--- src/rtl/ni_resp_flit_packer.sv ---
// Response packet serialiser: walks the header through the external shifter,
// appends FIFO payload words, types each flit and drives a registered valid/ready stage.
//
// state   | meaning
// IDLE    | waiting for resp_valid; header flit 0 goes out on acceptance
// HEADER  | emitting header flits 1..HEADER_FLITS-1 via flit_counter
// PAYLOAD | emitting burst_len payload words popped from the FIFO
module ni_resp_flit_packer #(
  parameter int FLIT_WIDTH   = 32,
  parameter int BASE_WIDTH   = FLIT_WIDTH - 2,
  parameter int HEADER_FLITS = 2,
  parameter int CNTW         = 4
) (
  input  logic                  clock,
  input  logic                  reset_n,
  input  logic                  resp_valid,
  input  logic [CNTW-1:0]       burst_len,
  output logic                  resp_done,
  output logic [CNTW-1:0]       flit_counter,
  output logic                  is_payload,
  input  logic [BASE_WIDTH-1:0] header_chunk,
  input  logic [BASE_WIDTH-1:0] payload_data,
  input  logic                  payload_valid,
  output logic                  payload_pop,
  output logic [FLIT_WIDTH-1:0] flit_out,
  output logic                  flit_valid,
  input  logic                  flit_ready
);

  localparam logic [1:0] T_HEAD   = 2'b10;
  localparam logic [1:0] T_BODY   = 2'b00;
  localparam logic [1:0] T_TAIL   = 2'b01;
  localparam logic [1:0] T_SINGLE = 2'b11;
  localparam logic [CNTW-1:0] LAST_HDR = CNTW'(HEADER_FLITS - 1);

  typedef enum logic [1:0] {S_IDLE, S_HEADER, S_PAYLOAD} state_t;

  state_t                state, state_nxt;
  logic [CNTW-1:0]       burst_cnt, burst_cnt_nxt, counter_nxt;
  logic                  is_payload_nxt;
  logic                  free, load, last;
  logic [1:0]            ftype;
  logic [BASE_WIDTH-1:0] data;

  assign free = !flit_valid || flit_ready;

  always_comb begin
    state_nxt      = state;
    burst_cnt_nxt  = burst_cnt;
    counter_nxt    = flit_counter;
    is_payload_nxt = is_payload;
    load           = 1'b0;
    last           = 1'b0;
    ftype          = T_BODY;
    data           = header_chunk;
    payload_pop    = 1'b0;
    case (state)
      S_IDLE: begin
        if (resp_valid && free) begin
          load          = 1'b1;
          burst_cnt_nxt = burst_len;
          ftype         = T_HEAD;
          if (HEADER_FLITS == 1) begin
            if (burst_len == '0) begin
              last  = 1'b1;
              ftype = T_SINGLE;
            end else begin
              state_nxt      = S_PAYLOAD;
              is_payload_nxt = 1'b1;
            end
          end else begin
            state_nxt   = S_HEADER;
            counter_nxt = CNTW'(1);
          end
        end
      end
      S_HEADER: begin
        if (free) begin
          load        = 1'b1;
          counter_nxt = flit_counter + CNTW'(1);
          if (flit_counter == LAST_HDR) begin
            if (burst_cnt == '0) begin
              last        = 1'b1;
              ftype       = T_TAIL;
              state_nxt   = S_IDLE;
              counter_nxt = '0;
            end else begin
              state_nxt      = S_PAYLOAD;
              is_payload_nxt = 1'b1;
            end
          end
        end
      end
      S_PAYLOAD: begin
        data = payload_data;
        if (free && payload_valid) begin
          load          = 1'b1;
          payload_pop   = 1'b1;
          burst_cnt_nxt = burst_cnt - CNTW'(1);
          if (burst_cnt == CNTW'(1)) begin
            last           = 1'b1;
            ftype          = T_TAIL;
            state_nxt      = S_IDLE;
            counter_nxt    = '0;
            is_payload_nxt = 1'b0;
          end
        end
      end
      default: state_nxt = S_IDLE;
    endcase
  end

  // Tail detection is combinational so done lines up with the tail load edge.
  assign resp_done = last;

  always_ff @(posedge clock or negedge reset_n) begin
    if (!reset_n) begin
      state        <= S_IDLE;
      burst_cnt    <= '0;
      flit_counter <= '0;
      is_payload   <= 1'b0;
      flit_out     <= '0;
      flit_valid   <= 1'b0;
    end else begin
      state        <= state_nxt;
      burst_cnt    <= burst_cnt_nxt;
      flit_counter <= counter_nxt;
      is_payload   <= is_payload_nxt;
      if (load) begin
        flit_out   <= {ftype, data};
        flit_valid <= 1'b1;
      end else if (flit_ready) begin
        flit_valid <= 1'b0;
      end
    end
  end

endmodule
--- config.mk ---
export PLATFORM = sky130hd
export DESIGN_NAME = ni_resp_flit_packer
export DESIGN_NICKNAME = d
export VERILOG_FILES = /design/src/rtl/ni_resp_flit_packer.sv
export SDC_FILE = /design/constraint.sdc
export NUM_CORES = 1
export LEC_CHECK = 0
export CAP_MARGIN = 20
export CORE_MARGIN = 5
export CORE_UTILIZATION = 43
export CTS_CLUSTER_SIZE = 12
export DETAILED_ROUTE_END_ITERATION = 8
export PLACE_DENSITY_LB_ADDON = 0.25
export SETUP_SLACK_MARGIN = 0.02
export SLEW_MARGIN = 30
export SYNTH_ARGS = -nofsm -noshare
export SYNTH_HDL_FRONTEND = slang
export SYNTH_SLANG_ARGS = --single-unit
--- constraint.sdc ---
create_clock -name clock -period 2.77 [get_ports clock]
set_clock_uncertainty 0.15 [all_clocks]
set_input_delay 0.6925 -clock clock [delete_from_list [all_inputs] [get_ports clock]]
set_output_delay 0.6925 -clock clock [all_outputs]
set_load 0.02 [all_outputs]
==> impl_metrics.py, run 1 <==
metrics = {
    "critical_path": {
        "reg2reg_slack_ns": 0.40,
        "arrival_ns": 1.78,
        "rr_worst_depth": 7,
        "crit_path_max_fanout": 3,
        "critical_path_buf_inv_count": 2,
        "critical_path.top_delay_family": "buffers and inverters",
        "r2r_start": "state[0]$_DFFE_PN0P_",
        "startpoint_type": "input pin",
        "crit_chain": "clkdlybuf4s50_1 > nand3_2 > o21ai_2 > and2_4 > buf_6",
        "crit_required_ns": 1.93,
        "crit_path_top_delay_cell": "clkdlybuf4s50_1",
        "critPathMaxStageDelay_ns": 0.55,
        "end_kind": "output pin",
        "crit_type": "in2out",
        "timing.rr.end": "burst_cnt[3]$_DFFE_PN0P_",
    },
    "global_routing": {
        "grt_pass1_wl_mm": 9.92,
        "grtUsageTotal_pct": 16.8,
        "grt_overflow_total": 0,
        "grt_pass1_vias": 2076,
        "grt_max_degree": 45,
        "antenna_found_initial": 0,
    },
    "yosys": {
        "synthesis.area_um2": 2530,
        "ys_seq_elements": 44,
        "synth_edf_count": 0,
        "syn-num-nets": 281,
        "yosysSeqAreaShare_pct": 43.6,
        "yosysWarnings": 0,
        "synthArstFlopShare_pct": 100,
        "ys.flop_type": "dfrtp_1",
        "syn_avg_cell_area_um2": 12.5,
        "synth_cell_types": 44,
        "synthCells": 203,
    },
    "drt": {
        "remaining_drc_errors": 0,
        "first_pass_iters": 4,
        "routedWlPerCell_um": 15.1,
        "postRouteAntennaNets": 0,
        "drt-total-wl_mm": 6.00,
        "first_iter_violations": 42,
        "vias": 1983,
        "viasPerCell": 4.98,
    },
    "power": {
        "p_seq_share_pct": 27.9,
        "p_per_area_nw_per_um2": 1060,
        "power_switching_w": 0.00160,
        "p_int_w": 0.00250,
        "p_clk_share_pct": 10.2,
        "leakage_nw": 1.61,
        "ir_drop_mv": 0.584,
        "power_frac_comb_pct": 61.9,
        "switching_share_pct": 39.0,
    },
    "timing": {
        "relSlewSlack_pct": 63.1,
        "hold_viol": 0,
        "tns_ns": 0,
        "maxSlewViolCount": 0,
        "fin_crit_sh_pct": 94.6,
        "grt_setup_unrepaired": "no",
        "fin_crit_ns": 2.62,
        "timing.fmax_ghz": 0.382,
        "tightest_slew_ns": 0.554,
        "setup_viol": 0,
    },
    "layout": {
        "antennaDiodeCount": 0,
        "multi_input_area_um2": 1350,
        "n_fill_cell": 483,
        "final_cell_mix": "clkdlybuf4s50_1, dfrtp_1, mux2_2, mux2_1, buf_4",
        "fin_util_pct": 66.4,
        "layout.area.seq_um2": 1100,
        "drive_gt1_share_pct": 25.7,
        "fin_nets": 400,
        "final_common_cell": "clkdlybuf4s50_1",
        "areaGrowthSynthToFinish_pct": 52.9,
        "fin_area_um2": 3860,
    },
    "floorplanning": {
        "fp.coreArea_um2": 5820,
        "rows": 28,
        "die_h_um": 86.7,
        "start_util_pct": 43.5,
        "fp.dieArea_um2": 7510,
        "die_w_um": 86.7,
        "io_pins": 109,
    },
    "cts": {
        "cts_buffers": 5,
        "clockBufferDepth": 2,
        "clock-sinks": 44,
        "path_clk_slew_ns": 0.09,
        "cts_htree_levels": 2,
        "post_cts_buffers": 0,
        "cts_tree": "yes",
        "cts-root-buf": "clkbuf_8",
        "insertion_delay_ns": 0.29,
    },
    "placement": {
        "hpwl_mm": 4.73,
        "place_area_um2": 3760,
        "io_buffers": 108,
        "gp_congestion": 0.803,
    },
    "worst_hold_path": {
        "hold_class": "in2async",
    },
    "status": {
        "status": "finished clean",
    },
    "run": {
        "cap_viol_max_count": 0,
    },
}
state kept, by name (all words and copies together) (netlist names):
| signal | flops |
|---|---|
| burst_cnt | 4 |
| flit_out | 32 |
| flit_valid | 1 |
| is_payload | 1 |
| flit_counter | 4 |
| state | 2 |
cells in the mapped netlist (2+ instances only):
cell type  instances  area [µm²]
mux2_2            41         462
mux2i_1            4        40.0
a211oi_1           4        30.0
nand2b_1           2        12.5
nand2_1           10        37.5
a2111o_1           2        22.5
nor3b_4            2        37.5
a21oi_1            2        10.0
dfrtp_1           44        1100
ha_1               9         113
a22o_1             2        17.5
mux2_1            22         248
o21ai_0            4        20.0
clkbuf_1           2        7.51
nor2_1             4        15.0
inv_1             10        37.5
buf_4              5        37.5
buf_2              3        15.0
a211oi_2           2        25.0
nor3b_1            3        22.5
and2_1             2        12.5
o22ai_1            2        12.5
logic make-up after synthesis:
| logic type | synth area share (%) |
|---|---|
| mux | 29.7 |
| flops | 43.6 |
| simple gates | 9.31 |
| compound gates | 9.16 |
| buf+inv | 3.86 |
| fa+ha+maj | 4.46 |
power groups by stage:
| stage | Combinational (W) | Sequential [W] | Clock [W] |
|---|---|---|---|
| after floorplan | 0.00127 | 0.00145 | 0 |
| after global placement | 0.00254 | 0.00113 | 0 |
| after detailed placement | 0.00257 | 0.00115 | 0 |
| after CTS | 0.00258 | 0.00115 | 0.000430 |
| after global routing | 0.00276 | 0.00119 | 0.000461 |
| final | 0.00254 | 0.00115 | 0.000417 |
through the flow:
step | instances | hold WS, ns | setup WS (ns) | total power (W)
5_1_grt | 398 | 0.348 | 0.0971 | 0.00441
3_5_place_dp | 390 | 0.324 | -0.503 | 0.00372
4_1_cts | 398 | 0.328 | 0.0261 | 0.00416
2_1_floorplan | 203 | 0.247 | 0.461 | 0.00272
6_report | 398 | 0.306 | 0.150 | 0.00411
3_3_place_gp | 390 | 0.316 | -0.426 | 0.00366
area by class of cell:
cell class	count	area share (%)
Tap cell	75	2.43
Clock inverter	1	0.194
Timing Repair Buffer	122	30.9
Sequential cell	44	28.5
Clock buffer	7	2.23
Inverter	10	0.972
Multi-Input combinational cell	139	34.8
routing by layer:
layer | wire (µm) | vias up | GRT usage (%)
met4 | 47 | 0 | 4.82
met2 | 2960 | 70 | 28.8
li1 | - | 968 | -
met1 | 2400 | 940 | 19.1
met5 | 0 | - | 0
met3 | 594 | 5 | 7.22
worst max path at each step:
stage                             start         to  slack (ns)  cells after the start
after floorplan              flit_ready  resp_done        0.46                      5
after global placement       flit_ready  resp_done       -0.43                      6
after detailed placement     flit_ready  resp_done       -0.50                      6
after CTS                    flit_ready  resp_done        0.03                      7
after global routing      payload_valid  resp_done         0.1                      5
final                     payload_valid  resp_done        0.15                      5
what timing repair did:
action | CTS | global route
endpoints found under the setup margin | 2 | 2
hold buffers | 0 | 0
pin swaps | 0 | 1
resized for setup | 8 | 6
gates cloned | 0 | 0
Power figures use the tool's default switching activity.
==> inputs of run 2 (changes only) <==
- CAP_MARGIN: 20 -> not set
- SLEW_MARGIN: 30 -> 15
==> results of run 2 <==
Final layout, timing and power as in run 1 (identical DEF).
